<file path="src/rtl/fetch_align_buffer.sv">
// Instruction realignment buffer between the fetch port and decode.
// Fetch lines are written into a circular halfword queue; one 16-bit or
// 32-bit instruction per cycle is reassembled from the head of the queue,
// including instructions that straddle a line or the queue wrap point.
//
// Handshakes: both sides use valid/ready. A transfer happens on a rising
// clock edge where valid and ready are both high. The producer holds valid
// and its payload stable until the transfer, except that a flush withdraws
// all offered data. fetch_ready_o depends only on registered state.
module fetch_align_buffer #(
  parameter int FETCH_HW = 2,
  parameter int DEPTH    = 8
) (
  input  logic                     clock,
  input  logic                     reset,
  input  logic                     flush_i,
  input  logic [31:0]              flush_pc_i,
  input  logic                     fetch_valid_i,
  input  logic [31:0]              fetch_pc_i,
  input  logic [16*FETCH_HW-1:0]   fetch_data_i,
  input  logic                     fetch_error_i,
  output logic                     fetch_ready_o,
  output logic                     out_valid_o,
  input  logic                     out_ready_i,
  output logic [31:0]              out_pc_o,
  output logic [31:0]              out_instr_o,
  output logic                     out_comp_o,
  output logic                     out_error_o,
  output logic [$clog2(DEPTH):0]   count_o
);

  localparam int PW = $clog2(DEPTH);
  localparam int CW = PW + 1;
  localparam int OB = $clog2(FETCH_HW);

  // Halfword storage: {err, pc[31:1], hw}
  logic [15:0]   mem_hw  [DEPTH];
  logic [30:0]   mem_pc  [DEPTH];
  logic          mem_err [DEPTH];

  logic [PW-1:0] rptr;
  logic [PW-1:0] wptr;
  logic [CW-1:0] count;
  logic          first_line;
  logic [OB-1:0] offset;

  logic [PW-1:0] rptr1;
  logic [15:0]   h0_hw;
  logic [15:0]   h1_hw;
  logic [30:0]   h0_pc;
  logic          h0_err;
  logic          h1_err;
  logic          is_comp;
  logic          avail;
  logic          pop;
  logic          wr;
  logic [CW-1:0] pop_n;
  logic [CW-1:0] wr_n;
  logic [PW-1:0] rptr_adv;

  // Address bits below the line base and above the redirect offset carry no
  // information for this block.
  logic unused_addr_bits;
  assign unused_addr_bits = ^{fetch_pc_i[OB:0], flush_pc_i[31:OB+1], flush_pc_i[0]};

  // Room for a whole line; count never exceeds DEPTH so the subtraction cannot wrap.
  assign fetch_ready_o = (CW'(DEPTH) - count) >= CW'(FETCH_HW);
  assign count_o       = count;

  // Decode the queue head into one instruction; data outputs are zero when not valid.
  always_comb begin
    rptr1       = rptr + PW'(1);
    h0_hw       = mem_hw[rptr];
    h0_pc       = mem_pc[rptr];
    h0_err      = mem_err[rptr];
    h1_hw       = mem_hw[rptr1];
    h1_err      = mem_err[rptr1];
    // A faulted halfword is never combined with its neighbour.
    is_comp     = h0_err | (h0_hw[1:0] != 2'b11);
    avail       = is_comp ? (count >= CW'(1)) : (count >= CW'(2));
    out_valid_o = avail & ~flush_i;
    out_pc_o    = 32'h0;
    out_instr_o = 32'h0;
    out_comp_o  = 1'b0;
    out_error_o = 1'b0;
    if (out_valid_o) begin
      out_pc_o    = {h0_pc, 1'b0};
      out_comp_o  = is_comp;
      out_instr_o = is_comp ? {16'h0, h0_hw} : {h1_hw, h0_hw};
      out_error_o = h0_err | (~is_comp & h1_err);
    end
  end

  // Per-cycle transfer amounts for the pointer and count update.
  always_comb begin
    pop      = out_valid_o & out_ready_i;
    pop_n    = is_comp ? CW'(1) : CW'(2);
    wr       = fetch_valid_i & fetch_ready_o & ~flush_i;
    // The first line after a redirect skips the halfwords before the target.
    wr_n     = first_line ? (CW'(FETCH_HW) - CW'(offset)) : CW'(FETCH_HW);
    rptr_adv = '0;
    if (wr && first_line) rptr_adv = rptr_adv + PW'(offset);
    if (pop)              rptr_adv = rptr_adv + PW'(pop_n);
  end

  // Pointer, count and redirect state; reset beats flush beats normal traffic.
  always_ff @(posedge clock) begin
    if (!reset) begin
      rptr       <= '0;
      wptr       <= '0;
      count      <= '0;
      first_line <= 1'b1;
      offset     <= '0;
    end else if (flush_i) begin
      rptr       <= '0;
      wptr       <= '0;
      count      <= '0;
      first_line <= 1'b1;
      offset     <= flush_pc_i[OB:1];
    end else begin
      rptr  <= rptr + rptr_adv;
      count <= count + (wr ? wr_n : CW'(0)) - (pop ? pop_n : CW'(0));
      if (wr) begin
        wptr       <= wptr + PW'(FETCH_HW);
        first_line <= 1'b0;
      end
    end
  end

  // Write a whole line into consecutive entries, wrapping modulo DEPTH.
  always_ff @(posedge clock) begin
    if (reset && wr) begin
      for (int k = 0; k < FETCH_HW; k++) begin
        mem_hw[wptr + PW'(k)]  <= fetch_data_i[16*k +: 16];
        mem_pc[wptr + PW'(k)]  <= {fetch_pc_i[31:OB+1], OB'(k)};
        mem_err[wptr + PW'(k)] <= fetch_error_i;
      end
    end
  end

endmodule

</file>
<file path="config.mk">
export PLATFORM = sky130hd
export DESIGN_NAME = fetch_align_buffer
export DESIGN_NICKNAME = d
export VERILOG_FILES = /design/src/rtl/fetch_align_buffer.sv
export SDC_FILE = /design/constraint.sdc
export NUM_CORES = 1
export LEC_CHECK = 0
export BUFFER_PORTS_ARGS = -buffer_cell sky130_fd_sc_hd__buf_4
export CORE_MARGIN = 2
export CORE_UTILIZATION = 57
export DETAILED_ROUTE_END_ITERATION = 12
export GPL_TIMING_DRIVEN = 0
export HOLD_SLACK_MARGIN = 0.12
export PLACE_DENSITY = 0.8
export REMOVE_ABC_BUFFERS = 1
export SLEW_MARGIN = 10
export SYNTH_ARGS = -nofsm -noshare
export SYNTH_HDL_FRONTEND = slang
export SYNTH_SLANG_ARGS = --single-unit
</file>
<file path="constraint.sdc">
create_clock -name clock -period 5 [get_ports clock]
set_clock_uncertainty 0.1 [all_clocks]
set_input_delay 0.25 -clock clock [delete_from_list [all_inputs] [get_ports clock]]
set_output_delay 0.25 -clock clock [all_outputs]
set_load 0.01 [all_outputs]
</file>
==> run summary, run 1 <==
P per Cell Area = 380.4 nW/µm²
min setup slack post-route = 878.0 ps
Post-Synthesis Cells = 620
R2R cell count = 14
largest stage delay on the critical path = 630 ps
R2R Setup Slk = 880 ps
die area = 21300 µm²
largest net degree at the start of global routing = 50
Wirelength per Cell = 22.32 µm
CTS H-tree depth = 1
fraction of registers with async set/reset = 0%
Worst Hold Depth = 5
share of the yosys chip area belonging to registers = 67.80%
worst slew pin tran = 739.5 ps
number of cell rows = 51
Hold Startpoint = out_ready_i
final-stage net count = 954
chip height = 146.0 µm
Synth Register Bits = 263
First DRT Iteration DRCs = 360
DP Wirelength = 14.87 mm
overall power = 5.526 mW
placed instance count = 1001
Synth cell types = 41
routed via count = 6511
proportion of layout cells with a drive suffix above 1 = 35.68%
design area = 14530 µm²
DR pass1 iterations = 4
CP bufs+invs = 5
first-pass GRT wire length = 39.48 mm
startpoint types = flip-flop
delay-heaviest family, CP = adder cells
Setup TNS = 0 ps
gpl congestion = 0.7910
final critical-path required period = 4122 ps
final setup fails = 0
critical path peak fanout = 28
fmax = 242.6 MHz
initial antenna violation count = 0
post-CTS sizing = 0
Relative slew margins = 50.70%
Die X = 146.0 µm
Layout fillers = 1135
Hold Crit Endpoint = rptr[2]
unrepaired setup endpoints after global routing = no
CTS tree = built
pre-CTS worst setup slack = 874.6 ps
clock buffer depth = 3
Post-Route WL = 24.93 mm
Cell Chain, Critical Path = buf_16, inv_2, mux2i_4, nor3_2, inv_1, ha_1, inv_1, o32ai_1, ha_1, inv_1, fa_1, xor2_1, a31o_2, a21oi_1
CTS sink count = 263
Crit. End Element = flip-flop
Max Transition Viols Final = 0
cell area after synthesis = 11490 µm²
Placed Area = 12970 µm²
clock root buffer = clkbuf_16
worst skew pair latency = 520 ps
Starting Density = 58.63%
Post-CTS Hold Fix Bufs = 68
synthesis-to-layout area growth = 26.47%
VDD IR max = 421.3 µV
MaxCap Viol Count = 0
setup bufs post-CTS = 0
Final period util = 82.44%
crit path kind = flip-flop to flip-flop
CP Data Arrival Time = 4470 ps
DRC violations left = 0
Clock Pin Slew Worst Setup and Hold Paths = 60 ps
Final Hold Fails = 0
EDFF count, synth = 252
GRT overflow = 0
Ys Warns = 0
worst hold path class = input pin to flip-flop
Port Buffer Count = 139
DRT antenna net count = 0
all-layer global routing usage = 23.93%
ant diodes = 0
hold_ws = 168.2 ps
CP required = 5350 ps
status = finished clean
CP max stage cell = dfxtp_4
vias per cell = 5.829
I/O pin count = 174
vias in the first global route = 7180
most frequent CP cell = inv_1
fin util = 74.15%
cts bufs inserted = 26
reg2reg start = rptr[1]
Synth Flop Type = edfxtp_1
Leak Pwr = 4.979 nW
core area = 19590 µm²
mean post-synth cell area = 18.53 µm²
Critical R2R Capture = rptr[2]
final std cells w/o fill = 1117
[flip-flops by register name, indices dropped and copies added, names as in the netlist]
register    flops
mem_hw        128
mem_pc        120
first_line      1
offset          1
wptr            2
mem_err         4
rptr            3
count_o         4
[cell usage in the layout (no fill, tap or decap), types with 4 or more instances in the layout]
master	instances
edfxtp_1	252
clkbuf_1	8
clkbuf_16	26
ha_1	16
inv_1	17
a21oi_1	33
mux4_2	96
bufinv_16	4
buf_4	139
and2_4	4
dfxtp_1	8
clkinv_2	6
nor2b_1	32
nor2_1	15
buf_16	5
dlygate4sd3_1	68
nand2_1	66
[cell families after synthesis]
| logic type | after synthesis | share of synthesized area, % |
|---|---|---|
| xor gates and xnor gates | 7 | 0.5338 |
| other | 1 | 0.03265 |
| AOI/OAI and AO/OA | 42 | 2.201 |
| buffers and inverters | 52 | 1.993 |
| muxes | 100 | 19.39 |
| and+or+nand+nor | 135 | 5.676 |
| adders and majority gates | 20 | 2.375 |
| DFF | 263 | 67.80 |
[cell type report]
cell class	instances	area [µm²]	share of cell area, %
well taps	265	331.6	2.283
clock inverters	14	195.2	1.344
flip-flops and latches	263	7799	53.69
clock buffers	34	680.7	4.686
inverters	19	71.32	0.4910
multi-input cells	305	3497	24.07
repair buffers	217	1952	13.44
[synthesized netlist by cell type, drive strengths merged, types with 6 or more instances]
master  number  area, µm²
buf         22      116.4
nand2       67      254.0
clkbuf      11      41.29
mux4        96       2162
nor2b       32      200.2
edfxtp     252       7567
ha          17      212.7
nor2        15      56.30
dfxtp       11      220.2
a21oi       33      165.2
and2         6      37.54
inv         19      71.32
[where the power goes]
group / internal, mW / switching, mW / total [mW]
Clock: 1.17 / 0.794 / 1.97
Sequential: 2.50 / 0.0483 / 2.55
Combinational: 0.486 / 0.523 / 1.01
Total: 4.16 / 1.37 / 5.53
[worst max path at each step]
stage	from	slack, ps	depth (start not counted)	end
3_5_place_dp	rptr[1]	870	14	rptr[2]
5_1_grt	rptr[1]	500	14	rptr[2]
2_1_floorplan	rptr[0]	-250	13	rptr[2]
4_1_cts	rptr[1]	820	14	rptr[2]
3_3_place_gp	rptr[1]	-1850	13	rptr[2]
6_report	rptr[1]	880	14	rptr[2]
[tightest hold or removal path: cells and delay by family]
kind	cells	cell delay [ps]
buffers and inverters	1	110
AO/OA/AOI/OAI	1	60
AND/OR/NAND/NOR	3	330
[layer usage]
metal,up-vias,GRT usage (%),wire length [µm]
met2,258,43.49,13400
met1,3322,29.31,9162
met4,0,6.029,520
met5,-,0,0
li1,2891,-,-
met3,40,5.204,1847
No activity file was read; power rests on OpenSTA's default activity.
==> inputs of run 2 (changes only) <==
- CORE_UTILIZATION: 57 -> 51
- PLACE_DENSITY: 0.8 -> 0.76
- clock period: 5 -> 3.5 ns (I/O delays scaled with it)
==> run 2 against run 1 <==
Compared with the run above: cell count rose by 4.2%; register-to-register slack worse by 760 ps; flip-flop and latch count unchanged; global-route usage grew 0.098 points; non-clock buffer count increased by 25; sequential share of layout area is 2.3 points lower; utilization down 5.0 points; highest routed layer unchanged; critical endpoint unchanged; die area up 11%.
==> run summary, run 2 (same netlist as run 1, synthesis figures left out) <==
total internal power = 6.573 mW (+58%)
Setup TNS = 0 ps (unchanged)
crit path kind = flip-flop to flip-flop
VDD IR max = 544.1 µV (+29%)
commonest cells after routing, fill and taps aside = 252 x edfxtp_1, 157 x buf_4, 96 x mux4_2, 69 x dlygate4sd3_1, 66 x nand2_1
sequential share of power = 41.4% (-4.7 points)
Starting Density = 52.31% (-6.3 points)
Final Hold Fails = 0 (unchanged)
final-stage net count = 984 (+3.1%)
Final period util = 96.52% (+14 points)
all-layer global routing usage = 24.03% (+0.098 points)
unrepaired setup endpoints after global routing = no
CTS tree = built
Placed Area = 13010 µm² (+0.32%)
Top reg by flops = mem_hw
final setup fails = 0 (unchanged)
max FFs per register = 128 (unchanged)
biggest regs = mem_hw: 128 flops, mem_pc: 120 flops
cts bufs inserted = 28 (+7.7%)
placed instance count = 1016 (+1.5%)
core area = 21960 µm² (+12%)
Leak Pwr = 5.287 nW (+6.2%)
die area = 23740 µm² (+11%)
most common cell after layout, fill and taps aside = edfxtp_1
DRC violations left = 0 (unchanged)
MaxCap Viol Count = 0 (unchanged)
clock buffer depth = 3 (unchanged)
First DRT Iteration DRCs = 556 (+54%)
final std cells w/o fill = 1164 (+4.2%)
first-pass GRT wire length = 42.55 mm (+7.8%)
Gate power share = 19.8% (+1.5 points)
Post-Route WL = 28.22 mm (+13%)
critical path peak fanout = 5 (-82%)
worst hold path class = input pin to flip-flop
clock root buffer = clkbuf_16
DR pass1 iterations = 5 (+1)
vias in the first global route = 7408 (+3.2%)
worst slew pin tran = 661.9 ps (-77.56 ps)
design area = 15190 µm² (+4.6%)
Crit. End Element = flip-flop
area of the multi-input gates = 3608 µm² (+3.2%)
register area = 7806 µm² (about the same)
CP required = 3850 ps (-1500 ps)
CTS H-tree depth = 1 (unchanged)
CP Data Arrival Time = 3730 ps (-740 ps)
Clock Power Share = 38.8% (+3.2 points)
CTS sink count = 263 (unchanged)
routed via count = 6748 (+3.6%)
largest net degree at the start of global routing = 46 (-8.0%)
vias per cell = 5.797 (-0.54%)
Clock Pin Slew Worst Setup and Hold Paths = 60 ps (about the same)
worst skew pair latency = 530 ps (about the same)
Layout fillers = 1354 (+19%)
min setup slack post-route = 121.9 ps (-756.1 ps)
final critical-path required period = 3378 ps (-743.9 ps)
Port Buffer Count = 139 (unchanged)
Max Transition Viols Final = 0 (unchanged)
proportion of layout cells with a drive suffix above 1 = 39.48% (+3.8 points)
initial antenna violation count = 0 (unchanged)
Wirelength per Cell = 24.24 µm (+8.6%)
startpoint types = flip-flop
ant diodes = 0 (unchanged)
switching pwr = 2.198 mW (+61%)
P per Cell Area = 577.4 nW/µm² (+52%)
I/O pin count = 174 (unchanged)
DP Wirelength = 15.23 mm (+2.4%)
chip height = 154.1 µm (+5.6%)
Die X = 154.1 µm (+5.6%)
status = finished clean
Sw Share = 25.06% (+0.35 points)
pre-CTS worst setup slack = -644.0 ps (-1519 ps)
gpl congestion = 0.7502 (-5.2%)
fmax = 296.0 MHz (+22%)
GRT overflow = 0 (unchanged)
synthesis-to-layout area growth = 32.24%
Relative slew margins = 55.66% (+5.0 points)
DRT antenna net count = 0 (unchanged)
number of cell rows = 54 (+5.9%)
==> run 2: cell types whose count changed in the layout (fill, tap and decap cells not counted), moves of 2 or more <==
cell,delta
buf_4,+18
bufinv_16,+6
clkbuf_1,-6
buf_12,-3
buf_16,+3
bufbuf_16,+3
clkbuf_16,+3
nand2b_4,+3
clkinv_1,+2
clkinv_2,-2
clkinvlp_4,+2
dfxtp_1,-2
dfxtp_4,+2
o31ai_4,+2
==> run 2: power by group through the flow <==
stage / logic [mW] / clock network, mW / registers, mW
floorplan: 0.772 / 0 / 3.72
global placement: 1.32 / 0 / 3.73
detailed placement: 1.40 / 0 / 3.70
CTS: 1.69 / 3.44 / 3.63
global route: 1.86 / 3.57 / 3.64
finish: 1.74 / 3.40 / 3.63
==> run 2: cell type report <==
type                    instances  area share [%]
flip-flops and latches        263           51.39
multi-input cells             308           23.76
repair buffers                242           14.93
clock buffers                  30           4.662
clock inverters                22           2.463
well taps                     280           2.306
inverters                      19          0.4860
==> run 2: worst max-delay path: stages, from the launching register on <==
cell	delay, ps
dfxtp_4	400
buf_16	130
mux4_2	510
mux2i_4	300
nor3_4	80
buf_4	170
a21bo_1	200
o32ai_2	270
ha_2	210
inv_1	50
fa_2	330
xor2_1	170
a31o_2	220
a21oi_1	140
==> run 2: timing repair <==
action	in CTS	in global routing
gates cloned	6	1
resized for setup	18	3
hold buffers	69	0
endpoints found under the setup margin	70	53
buffers inserted	11	9
hold endpoints to repair	263	0
pin swaps	5	5
==> run 2: path summary, 6_finish.rpt <==
check | start | endpoint | slack [ps] | cells past startpoint
hold / removal | fetch_pc_i[26] | mem_pc[5][25] | 260 | 2
setup / recovery | rptr[0] | rptr[2] | 120 | 13
setup reg to reg | rptr[0] | rptr[2] | 120 | 13
hold reg to reg | wptr[2] | wptr[2] | 520 | 2
==> run 2: layer usage <==
metal  routed length (µm)  up-vias  global-route usage [%]
met4                  853        0                   8.100
met3                 2308       73                   5.891
met5                    0        -                       0
li1                     -     2959                       -
met1                10780     3434                   30.27
met2                14270      282                   41.26
==> run 2: through the flow <==
step | utilization (%) | power (mW) | hold slack (ps)
3_3_place_gp | 57.94 | 5.048 | 273.2
4_1_cts | 68.70 | 8.766 | 245.0
2_1_floorplan | - | 4.487 | 173.9
3_5_place_dp | 59.25 | 5.103 | 277.4
6_report | 69.17 | 8.771 | 258.7
5_1_grt | 69.17 | 9.063 | 261.9
==> inputs of run 3 (changes only) <==
- CORE_UTILIZATION: 51 -> 57
- PLACE_DENSITY: 0.76 -> 0.8
- clock period: 3.5 -> 3.2 ns (I/O delays scaled with it)
==> run 3 against run 2 <==
Compared with the run above: the flow now finishes with violations (setup timing); fmax grew 1.6%; cell count down 0.95%; hold slack lost 0.78 ps; critical path type unchanged; critical endpoint unchanged; largest cell class unchanged; highest routed layer unchanged.
==> run summary, run 3 (same netlist as run 1, synthesis figures left out) <==
DRT antenna net count = 0 (unchanged)
CTS H-tree depth = 1 (unchanged)
CP bufs+invs = 2 (-1)
CP Capture Point = rptr[2]
Relative slew margins = 62.22% (+6.6 points)
switching pwr = 2.405 mW (+9.4%)
vias per cell = 5.938 (+2.4%)
biggest regs = mem_hw: 128 flops, mem_pc: 120 flops
Leak Pwr = 5.253 nW (-0.66%)
reg2reg start = count_o[1]
worst slew pin tran = 564.0 ps (-97.93 ps)
First DRT Iteration DRCs = 375 (-33%)
Die X = 146.0 µm (-5.3%)
failing checks = setup timing
MaxCap Viol Count = 0 (unchanged)
Top reg by flops = mem_hw
status = complete, but fails checks
chip height = 146.0 µm (-5.3%)
hold_ws = 257.9 ps (-0.7800 ps)
Port Buffer Count = 139 (unchanged)
Cell Chain, Critical Path = buf_6, nor4_2, o41ai_4, buf_4, or3_1, ha_1, or3_1, fa_2, xor2_2, a31o_2, a21oi_2
largest net degree at the start of global routing = 47 (+2.2%)
number of cell rows = 51 (-5.6%)
Final Hold Fails = 0 (unchanged)
gpl congestion = 0.7910 (+5.4%)
unrepaired setup endpoints after global routing = yes
R2R cell count = 11 (-2)
Crit. End Element = flip-flop
sequential share of power = 43.7% (+2.3 points)
design area = 15160 µm² (-0.20%)
VDD IR max = 669.5 µV (+23%)
most frequent CP cell = or3_1
commonest cells after routing, fill and taps aside = 252 x edfxtp_1, 161 x buf_4, 96 x mux4_2, 69 x dlygate4sd3_1, 66 x nand2_1
CP max stage cell = or3_1
CTS tree = built
vias in the first global route = 7525 (+1.6%)
core area = 19590 µm² (-11%)
Clock Pin Slew Worst Setup and Hold Paths = 70 ps (about the same)
first-pass GRT wire length = 43.23 mm (+1.6%)
clock root buffer = clkbuf_16
critical path peak fanout = 5 (unchanged)
Placed Area = 12970 µm² (-0.32%)
routed via count = 6847 (+1.5%)
Max Transition Viols Final = 0 (unchanged)
Setup TNS = -138.9 ps (-138.9 ps)
GRT overflow = 0 (unchanged)
Final period util = 103.9% (+7.4 points)
total internal power = 6.696 mW (+1.9%)
R2R Setup Slk = -120 ps (-250 ps)
Sw Share = 26.43% (+1.4 points)
final critical-path required period = 3324 ps (-53.56 ps)
largest stage delay on the critical path = 420 ps (-90 ps)
DR pass1 iterations = 4 (-1)
CP required = 3550 ps (-300 ps)
worst hold path class = input pin to flip-flop
fmax = 300.8 MHz (+1.6%)
Wirelength per Cell = 24.56 µm (+1.3%)
Critical R2R Capture = rptr[2]
worst skew pair latency = 520 ps (about the same)
Worst Hold Depth = 2 (unchanged)
DP Wirelength = 14.87 mm (-2.3%)
most common cell after layout, fill and taps aside = edfxtp_1
Post-Route WL = 28.32 mm (+0.37%)
DRC violations left = 0 (unchanged)
synthesis-to-layout area growth = 31.98%
ant diodes = 0 (unchanged)
CP startpoint = count_o[1]
Starting Density = 58.63% (+6.3 points)
Gate power share = 22.4% (+2.6 points)
WP depth = 11 (-2)
startpoint types = flip-flop
die area = 21300 µm² (-10%)
initial antenna violation count = 0 (unchanged)
pre-CTS worst setup slack = -925.4 ps (-281.4 ps)
CTS sink count = 263 (unchanged)
clock buffer depth = 3 (unchanged)
max FFs per register = 128 (unchanged)
final-stage net count = 990 (+0.61%)
all-layer global routing usage = 26.79% (+2.8 points)
Clock Power Share = 33.9% (-4.9 points)
CP Data Arrival Time = 3670 ps (-60 ps)
min setup slack post-route = -124.5 ps (-246.4 ps)
crit path kind = flip-flop to flip-flop
I/O pin count = 174 (unchanged)
final setup fails = 2 (+2)
P per Cell Area = 600.4 nW/µm² (+4.0%)
cts bufs inserted = 26 (-7.1%)
proportion of layout cells with a drive suffix above 1 = 41.44% (+2.0 points)
delay-heaviest family, CP = simple AND/OR/NAND/NOR gates
-- run 3: cell count changes in the layout (fill, tap and decap cells not counted), sizes merged --
cell / before / now
bufinv: 10 / 4
clkinvlp: 3 / 1
nand2b: 5 / 7
clkbuf: 31 / 34
buf: 169 / 176
-- run 3: cell type report --
type                    count  area, µm²
fillers                  1044       4431
well taps                 265      331.6
clock inverters            14      195.2
multi-input cells         310       3756
repair buffers            248       2306
clock buffers              34      680.7
inverters                  19      83.83
flip-flops and latches    263       7806
-- run 3: layer usage --
metal  vias up  wire length, µm  global-route usage [%]
met1      3500            10350                   33.23
met2       316            15110                   47.57
met3        57             2035                   5.486
met4         0              820                   8.676
met5         -                0                       0
li1       2974                -                       -
-- run 3: power groups by stage --
| stage | clock network [mW] | logic, mW | registers (mW) |
|---|---|---|---|
| after CTS | 3.13 | 1.92 | 3.97 |
| after global routing | 3.26 | 2.17 | 3.99 |
| after detailed placement | 0 | 1.51 | 4.06 |
| after floorplan | 0 | 0.844 | 4.06 |
| after global placement | 0 | 1.43 | 4.08 |
| final | 3.09 | 2.04 | 3.98 |
-- run 3: how the worst min path moves through the flow --
stage | slack, ps | endpoint | start
after CTS | 230 | mem_pc[5][22] | fetch_pc_i[23]
after detailed placement | 260 | mem_pc[0][21] | fetch_pc_i[22]
final | 260 | mem_pc[6][30] | fetch_pc_i[31]
after global routing | 250 | mem_pc[6][20] | fetch_pc_i[21]
after global placement | 260 | mem_hw[0][4] | fetch_data_i[4]
after floorplan | 160 | mem_err[1] | fetch_error_i
-- run 3: metrics by stage --
| step | total power, mW | std cells | utilization, % |
|---|---|---|---|
| 2_1_floorplan | 4.908 | 587 | - |
| 3_3_place_gp | 5.509 | 991 | 64.85 |
| 3_5_place_dp | 5.563 | 1001 | 66.21 |
| 4_1_cts | 9.016 | 1148 | 76.73 |
| 5_1_grt | 9.412 | 1153 | 77.38 |
| 6_report | 9.101 | 1153 | 77.38 |
-- run 3: worst reg2reg max path, stage by stage, from the launching register on --
cell	delay, ps
dfxtp_4	370
buf_6	130
nor4_2	390
o41ai_4	140
buf_4	180
or3_1	370
ha_1	240
or3_1	420
fa_2	390
xor2_2	170
a31o_2	230
a21oi_2	120
-- run 3: repair_timing --
action	in CTS	in global routing
gates resized for setup	35	16
hold buffers	69	0
setup endpoints to repair	71	56
gates cloned	6	2
hold endpoints to repair	263	0
buffers inserted	24	3
pin swaps	12	11
